[config.mk]
export PLATFORM = sky130hd
export DESIGN_NAME = dac_serial_multi
export DESIGN_NICKNAME = d
export VERILOG_FILES = /design/src/rtl/dac_serial_pkg.sv /design/src/rtl/dac_shift_reg.sv /design/src/rtl/dac_serial_multi.sv
export SDC_FILE = /design/constraint.sdc
export NUM_CORES = 1
export LEC_CHECK = 0
export ABC_AREA = 1
export CORE_MARGIN = 2
export CORE_UTILIZATION = 35
export CTS_CLUSTER_DIAMETER = 30
export DETAILED_ROUTE_END_ITERATION = 10
export PLACE_DENSITY_LB_ADDON = 0.25
export SKIP_CTS_REPAIR_TIMING = 1
export SYNTH_ARGS = -nofsm -noshare
export SYNTH_HDL_FRONTEND = slang
export SYNTH_HIERARCHICAL = 1
export SYNTH_SLANG_ARGS = --single-unit
[constraint.sdc]
create_clock -name clk -period 9.9 [get_ports clk]
set_input_delay 1.98 -clock clk [delete_from_list [all_inputs] [get_ports clk]]
set_output_delay 1.98 -clock clk [all_outputs]
set_load 0.02 [all_outputs]
[src/rtl/dac_serial_pkg.sv]
// Shared types and sizing helpers for the multi-channel DAC serialiser.
package dac_serial_pkg;

    typedef enum logic [1:0] {
        IDLE  = 2'd0,
        SHIFT = 2'd1,
        GAP   = 2'd2,
        DONE  = 2'd3
    } state_e;

    localparam int unsigned DEF_WIDTH    = 16;
    localparam int unsigned DEF_CLK_DIV  = 2;
    localparam int unsigned DEF_SYNC_GAP = 2;

    // Width of a counter that must reach the terminal value term.
    function automatic int unsigned cnt_width(input int unsigned term);
        return (term < 1) ? 1 : $clog2(term + 1);
    endfunction

    // Number of clk cycles SYNC is held low for one frame.
    function automatic int unsigned frame_cycles(input int unsigned width, input int unsigned clk_div);
        return width * 2 * clk_div;
    endfunction

    localparam int unsigned DEF_FRAME_CYCLES = frame_cycles(DEF_WIDTH, DEF_CLK_DIV);

endpackage

[src/rtl/dac_shift_reg.sv]
// One channel's frame shift register; loads a word and shifts it out MSB first.
module dac_shift_reg
    import dac_serial_pkg::*;
#(
    parameter int unsigned WIDTH = 16
) (
    input  logic             clk,
    input  logic             rst,
    input  logic             i_load,
    input  logic             i_shift_en,
    input  logic [WIDTH-1:0] i_data,
    output logic             o_msb
);

    logic [WIDTH-1:0] r_sreg;

    always_ff @(posedge clk or posedge rst) begin
        if (rst) begin
            r_sreg <= '0;
        end else if (i_load) begin
            r_sreg <= i_data;
        end else if (i_shift_en) begin
            r_sreg <= {r_sreg[WIDTH-2:0], 1'b0};
        end
    end

    assign o_msb = r_sreg[WIDTH-1];

endmodule

[src/rtl/dac_serial_multi.sv]
// Multi-channel DAC serialiser: shared SYNC/SCLK, one DIN per channel,
// programmable SCLK divider, SYNC-high gap and a one-deep pending request.
module dac_serial_multi
    import dac_serial_pkg::*;
#(
    parameter int unsigned WIDTH    = 16,
    parameter int unsigned NUM_CH   = 8,
    parameter int unsigned CLK_DIV  = 2,
    parameter int unsigned SYNC_GAP = 2
) (
    input  logic                    clk,
    input  logic                    rst,
    input  logic [NUM_CH*WIDTH-1:0] data,
    input  logic                    start,
    output logic                    busy,
    output logic                    done,
    output logic                    overrun,
    output logic                    SYNC,
    output logic                    SCLK,
    output logic [NUM_CH-1:0]       DIN
);

    localparam int unsigned BIT_W  = cnt_width(WIDTH);
    localparam int unsigned DIV_W  = cnt_width(CLK_DIV);
    localparam int unsigned GAP_W  = cnt_width(SYNC_GAP);
    localparam int unsigned DATA_W = NUM_CH * WIDTH;

    state_e            r_state;
    state_e            w_state_nxt;
    logic [BIT_W-1:0]  r_bit_cnt;
    logic [DIV_W-1:0]  r_div_cnt;
    logic              r_phase_lo;
    logic [GAP_W-1:0]  r_gap_cnt;
    logic [DATA_W-1:0] r_hold;
    logic              r_pending;

    logic              r_sync;
    logic              r_sclk;
    logic [NUM_CH-1:0] r_din;
    logic              r_busy;
    logic              r_done;
    logic              r_overrun;

    logic              w_half_end;
    logic              w_bit_end;
    logic              w_last_bit;
    logic              w_gap_end;
    logic              w_load_hold;
    logic              w_load_data;
    logic              w_load;
    logic              w_busy_start;
    logic              w_shift_en;
    logic [DATA_W-1:0] w_load_word;
    logic [NUM_CH-1:0] w_msb;

    // Frame timing and request-arbitration decodes.
    always_comb begin
        w_half_end   = (r_div_cnt == DIV_W'(CLK_DIV - 1));
        w_bit_end    = w_half_end && r_phase_lo;
        w_last_bit   = (r_bit_cnt == BIT_W'(WIDTH - 1));
        w_gap_end    = (r_gap_cnt == GAP_W'(SYNC_GAP - 1));
        w_load_hold  = r_pending && ((r_state == IDLE) || (r_state == DONE));
        w_load_data  = start && !r_pending && (r_state == IDLE);
        w_load       = w_load_hold || w_load_data;
        w_busy_start = start && !w_load_data;
        w_shift_en   = (r_state == SHIFT) && w_bit_end;
        w_load_word  = w_load_hold ? r_hold : data;
    end

    always_ff @(posedge clk or posedge rst) begin
        if (rst) begin
            r_state <= IDLE;
        end else begin
            r_state <= w_state_nxt;
        end
    end

    always_comb begin
        w_state_nxt = r_state;
        unique case (r_state)
            IDLE:    if (w_load) w_state_nxt = SHIFT;
            SHIFT:   if (w_bit_end && w_last_bit) w_state_nxt = GAP;
            GAP:     if (w_gap_end) w_state_nxt = DONE;
            DONE:    w_state_nxt = w_load ? SHIFT : IDLE;
            default: w_state_nxt = IDLE;
        endcase
    end

    // Divider, bit and gap counters; all saturate at their terminal counts.
    always_ff @(posedge clk or posedge rst) begin
        if (rst) begin
            r_bit_cnt  <= '0;
            r_div_cnt  <= '0;
            r_phase_lo <= 1'b0;
            r_gap_cnt  <= '0;
        end else begin
            if (w_load) begin
                r_bit_cnt  <= '0;
                r_div_cnt  <= '0;
                r_phase_lo <= 1'b0;
            end else if (r_state == SHIFT) begin
                if (w_half_end) begin
                    r_div_cnt  <= '0;
                    r_phase_lo <= ~r_phase_lo;
                    if (r_phase_lo && !w_last_bit) begin
                        r_bit_cnt <= r_bit_cnt + BIT_W'(1);
                    end
                end else begin
                    r_div_cnt <= r_div_cnt + DIV_W'(1);
                end
            end
            if (r_state != GAP) begin
                r_gap_cnt <= '0;
            end else if (!w_gap_end) begin
                r_gap_cnt <= r_gap_cnt + GAP_W'(1);
            end
        end
    end

    // Pending buffer: latest busy start wins; overwriting a live request flags overrun.
    always_ff @(posedge clk or posedge rst) begin
        if (rst) begin
            r_hold    <= '0;
            r_pending <= 1'b0;
            r_overrun <= 1'b0;
        end else begin
            r_overrun <= w_busy_start && r_pending && !w_load_hold;
            if (w_busy_start) begin
                r_hold    <= data;
                r_pending <= 1'b1;
            end else if (w_load_hold) begin
                r_pending <= 1'b0;
            end
        end
    end

    for (genvar c = 0; c < NUM_CH; c++) begin : g_ch
        dac_shift_reg #(
            .WIDTH (WIDTH)
        ) u_sreg (
            .clk        (clk),
            .rst        (rst),
            .i_load     (w_load),
            .i_shift_en (w_shift_en),
            .i_data     (w_load_word[c*WIDTH +: WIDTH]),
            .o_msb      (w_msb[c])
        );
    end

    // Pin drivers lag the state by one cycle so every output comes from a flop.
    always_ff @(posedge clk or posedge rst) begin
        if (rst) begin
            r_sync <= 1'b1;
            r_sclk <= 1'b1;
            r_din  <= '0;
            r_busy <= 1'b0;
            r_done <= 1'b0;
        end else begin
            r_sync <= (r_state != SHIFT);
            r_sclk <= !((r_state == SHIFT) && r_phase_lo);
            r_din  <= (r_state == SHIFT) ? w_msb : '0;
            r_busy <= (r_state != IDLE);
            r_done <= (r_state == DONE);
        end
    end

    assign SYNC    = r_sync;
    assign SCLK    = r_sclk;
    assign DIN     = r_din;
    assign busy    = r_busy;
    assign done    = r_done;
    assign overrun = r_overrun;

endmodule

==> impl_results.md <==
- Sequential area share after synthesis: ~53%
- Ys async rst share: between 90% and 100%
- Num CTS Buffers: 71
- Reg2Reg Setup Slack: ~6500 ps
- Reg2reg end: g_ch[6].u_sreg/r_sreg[10]
- Buffers on Ports: roughly 140
- Number of flops mapped to enable cells by yosys: 0
- Worst VDD drop: between 0.1 and 0.15 mV
- CTS tree: yes
- CP Capture Type: register
- H-tree depth: 3
- Global-route usage over all layers: between 10% and 20%
- # Max-Cap Violations: 0
- Largest net degree at the start of global routing: about 160
- Fin area: 17300 um2
- CTS Sinks: around 280
- Largest cells by area after synthesis: dfrtp_1, nand2_1, nand3_1, a21oi_1, o21ai_0
- GR Overflow Total: 0
- Final ANT Viol Nets: 0
- Synth Register Bits: 282
- Most common cell in the netlist: nand2_1
- Die W: 200 um
- Synth top area share: a little over half
- Internal: ~2.9 mW
- Netlist Area Pre-Place: ~13000 um2
- Biggest area consumer among synthesized cells: dfrtp_1
- Vias in the first global route: approximately 11000
- Maximum root-to-sink buffer count: 3
- Synthesized area per cell: 8.13 um2
- Fin. Hold Viols: 0
- Layout cell share with drive strength beyond 1: a little over 8%
- Die ar.: around 40000 um2
- Routed WL per cell: 13.7 um
- Vias: between 10000 and 15000
- RSZ-0062 raised after global routing: no
- Clock power share: ~62%
- Dpl hpwl: 19900 um
- WL final: 32000 um
- Switching portion of total power: between 20% and 30%
- Synth top cells by count: nand2_1, dfrtp_1, nand3_1, inv_1, nor2_1
- Drc violations: 0
- Hold WC Path Type: register to register
- Final Instance Count excl. Fillers: ~2300
- Status: complete, no violations
- Min Hold Slack: approximately 450 ps
- Placed inst area: 14800 um2
- Core region area: 37700 um2
- Drt via density: 4.76
- Top FF cell, synth: dfrtp_1
- # rows: 71
- Worst skew pair latency: 560 ps
- CP Max Fanout: ~160
- Drt pass-1 iters: 4
- Setup tns final: 0 ps
- PD cells: roughly 220 nW/um2
- # fillers: 3689
- Clk slew on worst S/H paths: about 40 ps
- Yosys warns: 6
- Synth cell types: 24
- Max Fclk: between 200 and 250 MHz
- Dpl cells: between 2000 and 2500
- Reg2reg path depth: 9
- Reg2reg start: r_state[0]
- Worst Setup SP: start
- Gpl congestion: roughly 0.75
- Root Driver: clkbuf_16
- P_sw: roughly 0.83 mW
- Seq pwr share: 32.8%
- Worst-Margin Slew: 984 ps
- Initial antenna violation count: 0
- Syn nets: approximately 1800
- Worst clock skew: approximately 24 ps
- CP Class: primary input to register
- Slew Limit Fails: 0
- First-pass GRT wire length: about 53000 um
- Power share of the combinational group: about 5.1%
- Die H: 200 um
- Total Nets Final: around 1900
- Iteration-0 DRC count of the detailed router: around 570
- Total power: approximately 3.8 mW
- Req. time, crit path: 10290 ps
- Hold_sp: g_ch[5].u_sreg/r_sreg[15]
- Area grow syn2layout: 28.9%
- Final Cycle Share: approximately 44%
- Leak: about 8.5 nW
- IO Count: roughly 140
- Relative slew slack: approximately 34%
- CP Capture Point: r_hold[97]
- Final setup vio count: 0
- Initial core utilization: about 36%
- Post-synthesis cell count: approximately 1600
- Arrival time worst endpoint: approximately 4700 ps
- CP startpoint kind: primary input
- Tmin final: 4310 ps
==> stage by stage <==
stage                     utilization [%]  setup slack [ps]
after floorplan                         -              3770
after global placement               39.4              5130
after detailed placement             39.4              5040
after CTS                            45.9              5620
after global routing                 45.9              5350
final                                45.9              5590
==> cell type report <==
class	count	area, um2	share of cell area, %
diodes	1	2.50	0.0145
inverters	171	647	3.74
well taps	511	639	3.70
clock inverters	37	504	2.92
clock buffers	93	1930	11.2
flip-flops and latches	282	7060	40.9
multi-input cells	1091	4990	28.9
repair buffers	152	1500	8.68
==> power groups by stage <==
| stage | logic (mW) | registers, mW | clock network [mW] |
|---|---|---|---|
| after detailed placement | 0.197 | 1.25 | 0 |
| after CTS | 0.198 | 1.23 | 2.38 |
| after global placement | 0.193 | 1.25 | 0 |
| final | 0.193 | 1.23 | 2.33 |
| after floorplan | 0.106 | 1.25 | 0 |
| after global routing | 0.222 | 1.24 | 2.44 |
==> how the worst min path moves through the flow <==
stage              to  slack, ps  cells after the start
2_1_floorplan  DIN[0]        440                      2
3_3_place_gp   DIN[2]        450                      2
3_5_place_dp   DIN[5]        450                      2
4_1_cts        DIN[5]        450                      2
5_1_grt        DIN[5]        480                      2
6_report       DIN[5]        450                      2
==> logic make-up after synthesis <==
| group | Yosys count | synth area share [%] |
|---|---|---|
| AND/OR/NAND/NOR | 815 | 26.3 |
| flip-flops | 282 | 52.7 |
| buffers and inverters | 276 | 10.3 |
| AO/OA/AOI/OAI | 268 | 10.0 |
| adder cells (fa/ha/maj) | 7 | 0.653 |
| XOR/XNOR | 1 | 0.0653 |
==> registers in the layout, indices dropped and copies added (netlist names), 2 cells and up <==
signal,flops
r_div_cnt,2
r_state,2
r_bit_cnt,5
g_ch.u_sreg/r_sreg,128
r_gap_cnt,2
DIN,8
r_hold,128
==> per-layer routing <==
layer | vias to the layer above | GRT usage (%) | wire (um)
li1 | 5536 | - | -
met1 | 5281 | 22.6 | 15100
met2 | 240 | 25.6 | 14600
met3 | 61 | 3.56 | 1570
met4 | 0 | 5.90 | 716
met5 | - | 0 | 0
==> layout by cell type (no fill, tap or decap), types with 10 or more instances in the layout <==
cell and n:
nor2_1 135, inv_1 162, a21oi_1 131, dfrtp_1 280, clkdlybuf4s50_1 143, o21ai_1 12, clkbuf_1 16, bufinv_16 10
clkbuf_16 72, o21ai_0 124, clkinv_2 17, nand2_1 414, nand3_1 249
==> worst max-delay path, stage by stage <==
cell             delay [ps]
clkdlybuf4s50_1         630
nand3_2                 240
nand2_8                 630
buf_4                   810
o21ai_0                 170
Note: power is estimated with default switching activity, not from simulation.
